File: src/rtl/mem_pkg.sv
// Shared definitions for the M-stage memory access unit: op field layout,
// access sizes, exception codes and the alignment rule.
package mem_pkg;

   localparam int OP_STORE = 3;
   localparam int OP_UNS   = 2;
   localparam int OP_SZ_HI = 1;
   localparam int OP_SZ_LO = 0;

   localparam logic [1:0] SZ_B = 2'd0;
   localparam logic [1:0] SZ_H = 2'd1;
   localparam logic [1:0] SZ_W = 2'd2;
   localparam logic [1:0] SZ_D = 2'd3;

   localparam logic [1:0] EXC_NONE = 2'd0;
   localparam logic [1:0] EXC_ADEL = 2'd1;
   localparam logic [1:0] EXC_ADES = 2'd2;

   typedef enum logic [1:0] {
      ST_IDLE,
      ST_MEM,
      ST_RESP
   } state_t;

   function automatic logic is_aligned(input logic [1:0] size, input logic [2:0] addr_lo);
      logic ok;
      case (size)
         SZ_B:    ok = 1'b1;
         SZ_H:    ok = (addr_lo[0] == 1'b0);
         SZ_W:    ok = (addr_lo[1:0] == 2'b00);
         default: ok = (addr_lo == 3'b000);
      endcase
      return ok;
   endfunction

endpackage

File: src/rtl/mem_lane_align.sv
// Combinational byte-lane logic: write enables, store data placement and
// load data extraction with sign/zero extension.
module mem_lane_align
   import mem_pkg::*;
#(
   parameter int DW = 32
) (
   input  logic [1:0]              size,
   input  logic                    is_unsigned,
   input  logic [$clog2(DW/8)-1:0] offset,
   input  logic [DW-1:0]           wdata,
   input  logic [DW-1:0]           rdata,
   output logic [DW/8-1:0]         byteen,
   output logic [DW-1:0]           wdata_lane,
   output logic [DW-1:0]           rdata_ext
);

   localparam int NB = DW / 8;
   localparam int IW = $clog2(DW);

   logic [NB-1:0] base_mask;
   logic [DW-1:0] wsh;
   logic [DW-1:0] rsh;
   logic [IW-1:0] sign_idx;
   logic          fill;
   int            nbits;

   always_comb begin
      case (size)
         SZ_B:    base_mask = NB'(1);
         SZ_H:    base_mask = NB'(3);
         SZ_W:    base_mask = NB'(15);
         default: base_mask = '1;
      endcase
      byteen = base_mask << offset;

      wsh = wdata << {offset, 3'b000};
      for (int i = 0; i < NB; i++) begin
         wdata_lane[8*i +: 8] = wsh[8*i +: 8] & {8{byteen[i]}};
      end
   end

   // A full-width access takes every bit from the shifted word, so the
   // is_unsigned fill never appears in that case.
   always_comb begin
      rsh   = rdata >> {offset, 3'b000};
      nbits = 8 << size;
      if (nbits > DW) nbits = DW;
      sign_idx = IW'(nbits - 1);
      fill     = ~is_unsigned & rsh[sign_idx];
      for (int i = 0; i < DW; i++) begin
         rdata_ext[i] = (i < nbits) ? rsh[i] : fill;
      end
   end

endmodule

File: src/rtl/mem_access_unit.sv
// Registered, handshaked M-stage memory access unit with address-error
// detection; FSM IDLE -> MEM -> RESP, or IDLE -> RESP on an exception.
module mem_access_unit
   import mem_pkg::*;
#(
   parameter int DW = 32,
   parameter int AW = 32
) (
   input  logic              clk,
   input  logic              reset,
   input  logic              req_valid,
   output logic              req_ready,
   input  logic [3:0]        req_op,
   input  logic [AW-1:0]     req_addr,
   input  logic [DW-1:0]     req_wdata,
   output logic              mem_en,
   output logic              mem_we,
   output logic [AW-1:0]     mem_addr,
   output logic [DW/8-1:0]   mem_byteen,
   output logic [DW-1:0]     mem_wdata,
   input  logic [DW-1:0]     mem_rdata,
   input  logic              mem_ready,
   output logic              rsp_valid,
   input  logic              rsp_ready,
   output logic [DW-1:0]     rsp_rdata,
   output logic [1:0]        rsp_exc
);

   localparam int NB = DW / 8;
   localparam int OW = $clog2(NB);

   state_t          state, state_next;
   logic            store_q, uns_q;
   logic [1:0]      size_q;
   logic [OW-1:0]   off_q;

   logic            store_next, uns_next;
   logic [1:0]      size_next;
   logic [OW-1:0]   off_next;
   logic            req_ready_next, mem_en_next, mem_we_next, rsp_valid_next;
   logic [AW-1:0]   mem_addr_next;
   logic [NB-1:0]   mem_byteen_next;
   logic [DW-1:0]   mem_wdata_next, rsp_rdata_next;
   logic [1:0]      rsp_exc_next;

   logic [1:0]      lane_size;
   logic            lane_uns;
   logic [OW-1:0]   lane_off;
   logic [NB-1:0]   lane_byteen;
   logic [DW-1:0]   lane_wdata, lane_rdata;
   logic            req_store, req_legal;

   assign req_store = req_op[OP_STORE];
   assign req_legal = is_aligned(req_op[OP_SZ_HI:OP_SZ_LO], req_addr[2:0]) &&
                      !(req_op[OP_SZ_HI:OP_SZ_LO] == SZ_D && DW == 32);

   // In IDLE the lanes are computed from the incoming request so the memory
   // outputs can be registered at accept; afterwards from the captured op.
   always_comb begin
      if (state == ST_IDLE) begin
         lane_size = req_op[OP_SZ_HI:OP_SZ_LO];
         lane_uns  = req_op[OP_UNS];
         lane_off  = req_addr[OW-1:0];
      end else begin
         lane_size = size_q;
         lane_uns  = uns_q;
         lane_off  = off_q;
      end
   end

   mem_lane_align #(.DW(DW)) u_align (
      .size        (lane_size),
      .is_unsigned (lane_uns),
      .offset      (lane_off),
      .wdata       (req_wdata),
      .rdata       (mem_rdata),
      .byteen      (lane_byteen),
      .wdata_lane  (lane_wdata),
      .rdata_ext   (lane_rdata)
   );

   always_comb begin
      state_next      = state;
      store_next      = store_q;
      uns_next        = uns_q;
      size_next       = size_q;
      off_next        = off_q;
      req_ready_next  = req_ready;
      mem_en_next     = mem_en;
      mem_we_next     = mem_we;
      mem_addr_next   = mem_addr;
      mem_byteen_next = mem_byteen;
      mem_wdata_next  = mem_wdata;
      rsp_valid_next  = rsp_valid;
      rsp_rdata_next  = rsp_rdata;
      rsp_exc_next    = rsp_exc;
      case (state)
         ST_IDLE: begin
            req_ready_next = 1'b1;
            if (req_valid && req_ready) begin
               req_ready_next = 1'b0;
               store_next     = req_store;
               uns_next       = req_op[OP_UNS];
               size_next      = req_op[OP_SZ_HI:OP_SZ_LO];
               off_next       = req_addr[OW-1:0];
               if (req_legal) begin
                  state_next      = ST_MEM;
                  mem_en_next     = 1'b1;
                  mem_we_next     = req_store;
                  mem_addr_next   = {req_addr[AW-1:OW], {OW{1'b0}}};
                  mem_byteen_next = lane_byteen;
                  mem_wdata_next  = req_store ? lane_wdata : '0;
               end else begin
                  state_next     = ST_RESP;
                  rsp_valid_next = 1'b1;
                  rsp_rdata_next = '0;
                  rsp_exc_next   = req_store ? EXC_ADES : EXC_ADEL;
               end
            end
         end
         ST_MEM: begin
            if (mem_ready) begin
               state_next      = ST_RESP;
               mem_en_next     = 1'b0;
               mem_we_next     = 1'b0;
               mem_addr_next   = '0;
               mem_byteen_next = '0;
               mem_wdata_next  = '0;
               rsp_valid_next  = 1'b1;
               rsp_exc_next    = EXC_NONE;
               rsp_rdata_next  = store_q ? '0 : lane_rdata;
            end
         end
         default: begin
            if (rsp_ready) begin
               state_next     = ST_IDLE;
               rsp_valid_next = 1'b0;
               rsp_rdata_next = '0;
               rsp_exc_next   = EXC_NONE;
               req_ready_next = 1'b1;
            end
         end
      endcase
   end

   always_ff @(posedge clk or negedge reset) begin
      if (!reset) begin
         state      <= ST_IDLE;
         store_q    <= 1'b0;
         uns_q      <= 1'b0;
         size_q     <= SZ_B;
         off_q      <= '0;
         req_ready  <= 1'b0;
         mem_en     <= 1'b0;
         mem_we     <= 1'b0;
         mem_addr   <= '0;
         mem_byteen <= '0;
         mem_wdata  <= '0;
         rsp_valid  <= 1'b0;
         rsp_rdata  <= '0;
         rsp_exc    <= EXC_NONE;
      end else begin
         state      <= state_next;
         store_q    <= store_next;
         uns_q      <= uns_next;
         size_q     <= size_next;
         off_q      <= off_next;
         req_ready  <= req_ready_next;
         mem_en     <= mem_en_next;
         mem_we     <= mem_we_next;
         mem_addr   <= mem_addr_next;
         mem_byteen <= mem_byteen_next;
         mem_wdata  <= mem_wdata_next;
         rsp_valid  <= rsp_valid_next;
         rsp_rdata  <= rsp_rdata_next;
         rsp_exc    <= rsp_exc_next;
      end
   end

endmodule
File: config.mk
export PLATFORM = sky130hd
export DESIGN_NAME = mem_access_unit
export DESIGN_NICKNAME = d
export VERILOG_FILES = /design/src/rtl/mem_pkg.sv /design/src/rtl/mem_lane_align.sv /design/src/rtl/mem_access_unit.sv
export SDC_FILE = /design/constraint.sdc
export NUM_CORES = 1
export LEC_CHECK = 0
export CORE_UTILIZATION = 42
export CTS_BUF_LIST = sky130_fd_sc_hd__clkbuf_8
export DETAILED_ROUTE_END_ITERATION = 6
export GPL_TIMING_DRIVEN = 0
export HOLD_SLACK_MARGIN = 0.05
export PLACE_DENSITY = 0.79
export SYNTH_ARGS = -nofsm -noshare
export SYNTH_HDL_FRONTEND = slang
export SYNTH_HIERARCHICAL = 1
export SYNTH_SLANG_ARGS = --single-unit
File: constraint.sdc
create_clock -name clk -period 2.9 [get_ports clk]
set_input_delay 0.87 -clock clk [delete_from_list [all_inputs] [get_ports clk]]
set_output_delay 0.87 -clock clk [all_outputs]
set_load 0.02 [all_outputs]
==> results of run 1 <==
[logic make-up (layout without fill, tap and decap cells)]
| family | Yosys count | count (layout) | share of synthesized area, % |
|---|---|---|---|
| AOI/OAI and AO/OA | 149 | 149 | 19.5 |
| and+or+nand+nor | 131 | 131 | 11.0 |
| DFF | 112 | 112 | 47.6 |
| buffers and inverters | 84 | 316 | 7.82 |
| muxes | 78 | 78 | 13.8 |
| adders and majority gates | 1 | 1 | 0.212 |
| other | 1 | 2 | 0.0637 |
[final cells by class]
cell class / instances / area share, %
Tap cell: 176 / 2.58
Sequential cell: 112 / 32.9
Multi-Input combinational cell: 361 / 31.3
Clock buffer: 10 / 1.61
Inverter: 39 / 1.78
Buffer: 44 / 3.62
Clock inverter: 6 / 0.807
Timing Repair Buffer: 217 / 25.4
[power by group through the flow]
stage	combinational [mW]	clock [mW]	sequential (mW)
5_1_grt	5.69	1.05	2.51
3_3_place_gp	5.06	0	2.44
4_1_cts	5.23	0.991	2.44
2_1_floorplan	2.65	0	3.01
3_5_place_dp	5.15	0	2.47
6_report	5.37	0.969	2.44
[per-layer routing]
layer,global-route usage (%),vias up,share of wire [%],wire (um)
met3,5.52,28,9.9,1810
met4,9.34,0,1.7,320
met2,43.0,276,48,8820
met5,0,-,0,0
met1,31.8,2546,40,7390
li1,-,2398,-,-
[synth_stat cells, drive strengths merged (2+ instances only)]
cell,n
nand3b,3
mux2,13
dfrtp,112
clkbuf,11
nor3,4
mux2i,64
o21ai,15
nand3,2
buf,34
nor2,35
nand2b,4
a22o,66
inv,38
a21oi,34
and2,11
a21o,3
o21a,2
a211oi,24
nor2b,16
nand2,55
[sequential cells by signal (all words and copies together) (netlist names)]
name / count
state: 2
rsp_exc: 2
mem_we: 1
mem_wdata: 32
uns_q: 1
off_q: 2
store_q: 1
mem_en: 1
rsp_rdata: 32
req_ready: 1
mem_addr: 30
rsp_valid: 1
mem_byteen: 4
size_q: 2
[worst max-delay path by stage]
stage | end | slack [ns] | cells past startpoint
finish | mem_wdata[30] | 0.03 | 8
global route | rsp_rdata[9] | -0.02 | 11
CTS | rsp_rdata[24] | 0.02 | 14
detailed placement | rsp_rdata[16] | -0.69 | 13
global placement | rsp_rdata[8] | -3.25 | 1
floorplan | rsp_rdata[16] | 0.09 | 12
[timing repair]
action,CTS,global route
setup endpoints to repair,30,30
pin swaps,2,2
setup buffers,1,7
resized for setup,6,5
[worst max-delay path, stage by stage]
cell and delay, ns:
sky130_fd_sc_hd__clkdlybuf4s50_1 0.58, sky130_fd_sc_hd__mux2_2 0.20, sky130_fd_sc_hd__buf_6 0.12, sky130_fd_sc_hd__buf_2 0.23, sky130_fd_sc_hd__buf_1 0.49, sky130_fd_sc_hd__a211oi_1 0.15, sky130_fd_sc_hd__a211oi_1 0.34, sky130_fd_sc_hd__a22o_1 0.19
[per-stage QoR]
stage	utilization (%)	power (mW)	setup slack [ns]	TNS (ns)	instances
floorplan	-	5.66	0.0899	0	557
global placement	60.9	7.51	-3.25	-384.91	941
detailed placement	61.1	7.62	-0.685	-25.44	942
CTS	62.9	8.66	0.0200	0	959
global route	63.4	9.25	-0.0229	-0.0420	965
finish	63.4	8.78	0.0278	0	965
==> parameters.txt, run 1 <==
Parameter                              Value

Hold path
  Worst Min Path Start    mem_we
  Type of the most critical hold path    register to register
  Worst hold path cell count    1
  Hold Path Sink    mem_we

Pwr
  Internal power summed over all cells    between 5 and 6 mW
  Sequential group share of total power    27.8%
  Switching share of power    between 40 and 50%
  Switching power of the nets    3.77 mW
  Static Leakage    3.71 nW
  Maximum vdd drop    0.539 mV
  Cell area power density    about 1000 nW/um^2
  Fraction of power consumed by the clock network    between 10 and 15%
  Fraction of power consumed by combinational cells    about three fifths

Detailed routing
  Average wire per standard cell    between 15 and 20 um
  Iteration count of the initial detailed-routing pass    5
  Final wirelength    ~18000 um
  Number of vias after detailed routing    5248
  Total DRC errors in the routed layout    0
  Remaining antenna violation count    0
  Vias per cell    between 5 and 6
  Iter 0 DRT Violations    about 470

Setup path
  Worst endpoint data arrival time    3.18 ns
  Max FO, Critical Path    10
  Cells on worst reg2reg path    14
  Setup slack of the most critical reg-to-reg path    0.15 ns
  Setup Crit Path Kind    input pin to register
  Nature of the critical path startpoint    input pin
  Worst flop-to-flop path endpoint    rsp_rdata[13]
  Startpoint of the lowest-slack register-to-register path    state[1]
  Kind of capture point of the worst setup path    register
  Crit path from    req_addr[0]
  Required time of the worst setup path    3.20 ns

Timing
  Slew Limit Headroom    between 50% and 60%
  Min Clock Period, post-route    ~2.9 ns
  Final Hold Slack    0.488 ns
  Number of hold violations in the final report    0
  Number of setup violations in the final report    0
  Worst Clk Skew    ~0.013 ns
  Slew at the pin closest to its max-slew limit    about 0.7 ns
  Achievable frequency    approximately 350 MHz
  RSZ-0062 raised after global routing    yes
  Count of final max-slew check failures    0
  Final Cycle Share    99.0%

Global routing
  Global-route wire length before repair    between 20000 and 30000 um
  Global-route usage over all layers    approximately 25%
  Via count of the first global-routing pass    5414
  Initial antenna violation count    0
  Final global-route overflow total    0
  Largest net degree at the start of global routing    61

Cells and area
  Final antenna diode count    0
  Commonest non-fill, non-tap cell in the layout    sky130_fd_sc_hd__clkdlybuf4s50_1
  Area of all sequential standard cells    2800 sq um
  Top library cells by usage in the layout, fill and taps aside    205 x sky130_fd_sc_hd__clkdlybuf4s50_1, 112 x sky130_fd_sc_hd__dfrtp_1, 66 x sky130_fd_sc_hd__a22o_1, 64 x sky130_fd_sc_hd__mux2i_1, 45 x sky130_fd_sc_hd__nand2_1
  Growth of design area from synthesis to finish    44.8%
  Fin nets    890
  Multi-input gate area    approximately 2700 sq um
  Layout fillers    1100
  Post-route standard cell area excluding fillers    8530 sq um
  Share of layout cells above drive strength 1    between 10% and 20%

Synthesis
  Avg Synthesized Cell Area    ~11 sq um
  Most instantiated flip-flop cell in the synthesis netlist    sky130_fd_sc_hd__dfrtp_1
  Count of warnings emitted by yosys    6
  Synth Cell Area    5890 sq um
  Ranking of synthesized cells by area    sky130_fd_sc_hd__dfrtp_1 48%, sky130_fd_sc_hd__mux2i_1 11%, sky130_fd_sc_hd__a22o_1 9.8%, sky130_fd_sc_hd__a211oi_1 2.9%, sky130_fd_sc_hd__nand2_1 2.9%
  Distinct cell type count of the synthesized netlist    47
  Fraction of registers with async set or reset after synthesis    100%
  Cell count after synthesis    556
  Synth area leader    sky130_fd_sc_hd__dfrtp_1
  Post-synthesis sequential area ratio    47.6%
  Number of enable-type register cells in the synthesized netlist    0
  Post-synth top area share    between 40% and 50%
  Flop and latch count out of synthesis    roughly 110

Die
  DIE HEIGHT    roughly 120 um
  Num ports    about 210
  Placeable core region    approximately 13000 sq um
  Width of the die    between 100 and 150 um
  Num rows    42
  Initial standard-cell utilization of the core    a little over two fifths
  Area of the die    ~14000 sq um

Clocking
  CTS H-Tree Depth    3
  Clock Tree Buf Depth    2
  Inserted Clock Buffers    9
  Cell chosen for the clock root    sky130_fd_sc_hd__clkbuf_8
  CTS clock-pin slew for the worst setup and hold paths    ~0.090 ns
  CTS sink cnt    112
  Hold buffer count at CTS    0
  Clock latency of the later-clocked register in the worst-skew pair    0.38 ns
  TritonCTS clock tree    done

Place
  RePlAce Congestion    about 0.88
  Detailed Place HPWL    around 14000 um
  Number of input and output port buffers inserted    208
  Cell Area, Placed    8220 sq um

Run
  Maximum Capacitance Violations    0

Outcome
  Status    complete, no violations
Note: power is estimated with default switching activity, not from simulation.
==> run 2: changes to the inputs <==
Settings changed: CORE_UTILIZATION 42 to 41, CTS_CLUSTER_SIZE set to 20, MAX_ROUTING_LAYER set to met4, SYNTH_HIERARCHICAL 1 to unset.
==> run 2 against run 1 <==
Effect of this change:
- sequential power decreased by 3%
- hold slack improved by 0.0074 ns
- sequential cell count unchanged
- wire length decreased by 4.2%
- power decreased by 7.7%
- critical path type unchanged
- largest power group unchanged
==> parameters.txt, run 2 <==
Parameter                              Value

Global routing
  Global-route usage over all layers    26.6% (+1.2 points)
  Final global-route overflow total    0 (unchanged)
  Initial antenna violation count    0 (unchanged)
  Largest net degree at the start of global routing    58 (-4.9%)
  Global-route wire length before repair    26400 um (-7.3%)
  Via count of the first global-routing pass    4915 (-9.2%)

Pwr
  Fraction of power consumed by combinational cells    57.9% (-3.3 points)
  Total power    8.11 mW (-7.7%)
  Switching share of power    44.0% (+1.1 points)
  Sequential group share of total power    29.1% (+1.3 points)
  Fraction of power consumed by the clock network    13.0% (+2.0 points)
  Switching power of the nets    3.57 mW (-5.4%)
  Static Leakage    3.40 nW (-8.3%)
  Internal power summed over all cells    4.54 mW (-9.4%)
  Maximum vdd drop    0.411 mV (-24%)
  Cell area power density    1020 nW/um^2 (-1.1%)

Detailed routing
  Remaining antenna violation count    0 (unchanged)
  Final wirelength    17600 um (-4.2%)
  Iter 0 DRT Violations    458 (-2.3%)
  Vias per cell    5.70 (+4.8%)
  Iteration count of the initial detailed-routing pass    6 (+1)
  Average wire per standard cell    19.6 um (+3.1%)
  Total DRC errors in the routed layout    0 (unchanged)
  Number of vias after detailed routing    5108 (-2.7%)

Setup path
  Setup Crit Path Kind    input pin to register
  Max FO, Critical Path    10 (unchanged)
  Kind of capture point of the worst setup path    register
  Required time of the worst setup path    3.14 ns (-0.06 ns)
  Nature of the critical path startpoint    input pin
  Worst endpoint data arrival time    3.05 ns (-0.13 ns)

Timing
  Smallest setup slack after layout    0.0839 ns (+0.0561 ns)
  Slew Limit Headroom    48.9% (-3.6 points)
  Achievable frequency    355 MHz (+2.0%)
  Min Clock Period, post-route    2.82 ns (-0.0561 ns)
  Slew at the pin closest to its max-slew limit    0.766 ns (+0.0537 ns)
  Total negative slack    0 ns (unchanged)
  Final Cycle Share    97.1% (-1.9 points)
  Count of final max-slew check failures    0 (unchanged)
  Number of hold violations in the final report    0 (unchanged)
  Worst Clk Skew    0.0132 ns (+0.000314 ns)
  Final Hold Slack    0.495 ns (+0.00744 ns)
  Number of setup violations in the final report    0 (unchanged)
  RSZ-0062 raised after global routing    no

Synthesis
  Post-synthesis sequential area ratio    51.9% (+4.3 points)
  Avg Synthesized Cell Area    10.9 sq um (+2.5%)
  Most instantiated flip-flop cell in the synthesis netlist    sky130_fd_sc_hd__dfrtp_1
  Cell count after synthesis    497 (-11%)
  Most instantiated library cell after synthesis    sky130_fd_sc_hd__dfrtp_1
  Synth top cells by count    112 x sky130_fd_sc_hd__dfrtp_1, 85 x sky130_fd_sc_hd__nand2_1, 39 x sky130_fd_sc_hd__a22o_1, 35 x sky130_fd_sc_hd__o21ai_0, 24 x sky130_fd_sc_hd__nand3_1
  Synth Cell Area    5400 sq um (-8.3%)
  Distinct cell type count of the synthesized netlist    52 (+11%)
  Flop and latch count out of synthesis    112 (unchanged)
  Count of warnings emitted by yosys    0 (-6)
  Fraction of registers with async set or reset after synthesis    100% (unchanged)
  Synth area leader    sky130_fd_sc_hd__dfrtp_1
  Post-synth top area share    51.9% (+4.3 points)
  Number of enable-type register cells in the synthesized netlist    0 (unchanged)
  Ranking of synthesized cells by area    sky130_fd_sc_hd__dfrtp_1 52%, sky130_fd_sc_hd__a22o_1 6.3%, sky130_fd_sc_hd__nand2_1 5.9%, sky130_fd_sc_hd__mux2_2 4.6%, sky130_fd_sc_hd__mux2i_1 3.5%

Outcome
  Status    complete, no violations

Clocking
  CTS sink cnt    112 (unchanged)
  Hold buffer count at CTS    0 (unchanged)
  Cell chosen for the clock root    sky130_fd_sc_hd__clkbuf_8
  CTS H-Tree Depth    3 (unchanged)
  TritonCTS clock tree    done
  Inserted Clock Buffers    9 (unchanged)
  Clock Tree Buf Depth    2 (unchanged)
  Clock latency of the later-clocked register in the worst-skew pair    0.38 ns (about the same)
  CTS clock-pin slew for the worst setup and hold paths    0.10 ns (about the same)

Place
  Number of input and output port buffers inserted    206 (-0.96%)
  Placed Cells    877 (-6.9%)
  RePlAce Congestion    0.899 (+2.7%)
  Worst setup slack after placement    -0.428 ns (+0.257 ns)
  Detailed Place HPWL    13300 um (-4.4%)

Hold path
  Type of the most critical hold path    register to register

Die
  Num rows    41 (-2.4%)
  DIE HEIGHT    117 um (-3.1%)
  Num ports    211 (unchanged)
  Area of the die    13600 sq um (-6.0%)
  Initial standard-cell utilization of the core    42.4% (-1.4 points)
  Width of the die    117 um (-3.1%)
  Placeable core region    12700 sq um (-5.4%)

Cells and area
  Top library cells by usage in the layout, fill and taps aside    205 x sky130_fd_sc_hd__clkdlybuf4s50_1, 112 x sky130_fd_sc_hd__dfrtp_1, 85 x sky130_fd_sc_hd__nand2_1, 39 x sky130_fd_sc_hd__a22o_1, 35 x sky130_fd_sc_hd__o21ai_0
  Share of layout cells above drive strength 1    12.6% (+0.022 points)
  Final cell count without fillers    896 (-7.2%)
  Regs by FF count    mem_wdata x32, rsp_rdata x32, mem_addr x30
  Layout fillers    1082 (-1.6%)
  Commonest non-fill, non-tap cell in the layout    sky130_fd_sc_hd__clkdlybuf4s50_1
  Final antenna diode count    0 (unchanged)
  Growth of design area from synthesis to finish    47.5%
  Fin nets    824 (-7.4%)

Run
  Maximum Capacitance Violations    0 (unchanged)
## run 2: cell types whose count changed in the layout (fill, tap and decap cells not counted), moves of 17 or more
cell / delta
sky130_fd_sc_hd__o21ai_0: +25
sky130_fd_sc_hd__nand2_1: +40
sky130_fd_sc_hd__a32o_1: +17
sky130_fd_sc_hd__inv_1: -36
sky130_fd_sc_hd__nand3_1: +21
sky130_fd_sc_hd__a211oi_1: -23
sky130_fd_sc_hd__a22o_1: -27
sky130_fd_sc_hd__nor2_1: -26
sky130_fd_sc_hd__mux2i_1: -46
sky130_fd_sc_hd__a21oi_1: -25
## run 2: timing repair
item	CTS	global route
setup buffers	0	3
cloned	0	0
endpoints found under the setup margin	7	23
hold endpoints to repair	0	0
resized for setup	1	2
pin swaps	0	1
## run 2: final timing paths
kind | slack (ns) | cells past startpoint | startpoint | to
min in group asynchronous | 0.55 | 1 | reset | rsp_rdata[11]
setup reg to reg | 0.31 | 6 | state[0] | rsp_rdata[8]
hold reg to reg | 0.50 | 2 | rsp_rdata[10] | rsp_rdata[10]
hold / removal | 0.50 | 2 | rsp_rdata[10] | rsp_rdata[10]
max in group asynchronous | 1.62 | 2 | reset | mem_wdata[4]
setup / recovery | 0.08 | 6 | req_op[1] | rsp_exc[1]
## run 2: stage by stage
step	instance area (sq um)	utilization, %
final	7960	62.6
after global routing	7960	62.6
after CTS	7930	62.4
after detailed placement	7700	60.6
after global placement	7680	60.4
after floorplan	5400	-
## run 2: critical path, stage by stage
cell,delay [ns]
sky130_fd_sc_hd__clkdlybuf4s50_1,0.57
sky130_fd_sc_hd__o21a_1,0.20
sky130_fd_sc_hd__o22a_1,0.23
sky130_fd_sc_hd__o211ai_2,0.47
sky130_fd_sc_hd__clkbuf_1,0.52
sky130_fd_sc_hd__o21ai_0,0.18
## run 2: per-layer routing
layer	share of wire, %	track usage (%)
met3	6.8	4.77
met1	41	33.7
met5	0	-
met4	2.3	9.11
met2	49	43.0
## run 2: cell families (layout without fill, tap and decap cells)
logic type,after synthesis,count (layout),share of synthesized area [%]
AOI/OAI and AO/OA,170,170,24.8
buffers and inverters,40,266,3.96
and+or+nand+nor,133,133,11.2
DFF,112,112,51.9
other,1,2,0.0695
muxes,41,41,8.11
## run 2: area by class of cell
class	instances	area [sq um]	share of cell area [%]
Inverter	3	11.3	0.141
Buffer	37	204	2.56
Clock buffer	10	138	1.73
Clock inverter	6	90.1	1.13
Timing Repair Buffer	210	2110	26.5
Sequential cell	112	2800	35.2
Multi-Input combinational cell	346	2390	30.1
Tap cell	172	215	2.70
## run 2: power by group through the flow
stage	registers, mW	logic [mW]	clock network, mW
finish	2.36	4.70	1.06
global route	2.41	5.00	1.13
CTS	2.35	4.64	1.07
detailed placement	2.38	4.62	0
global placement	2.36	4.50	0
floorplan	2.86	2.28	0
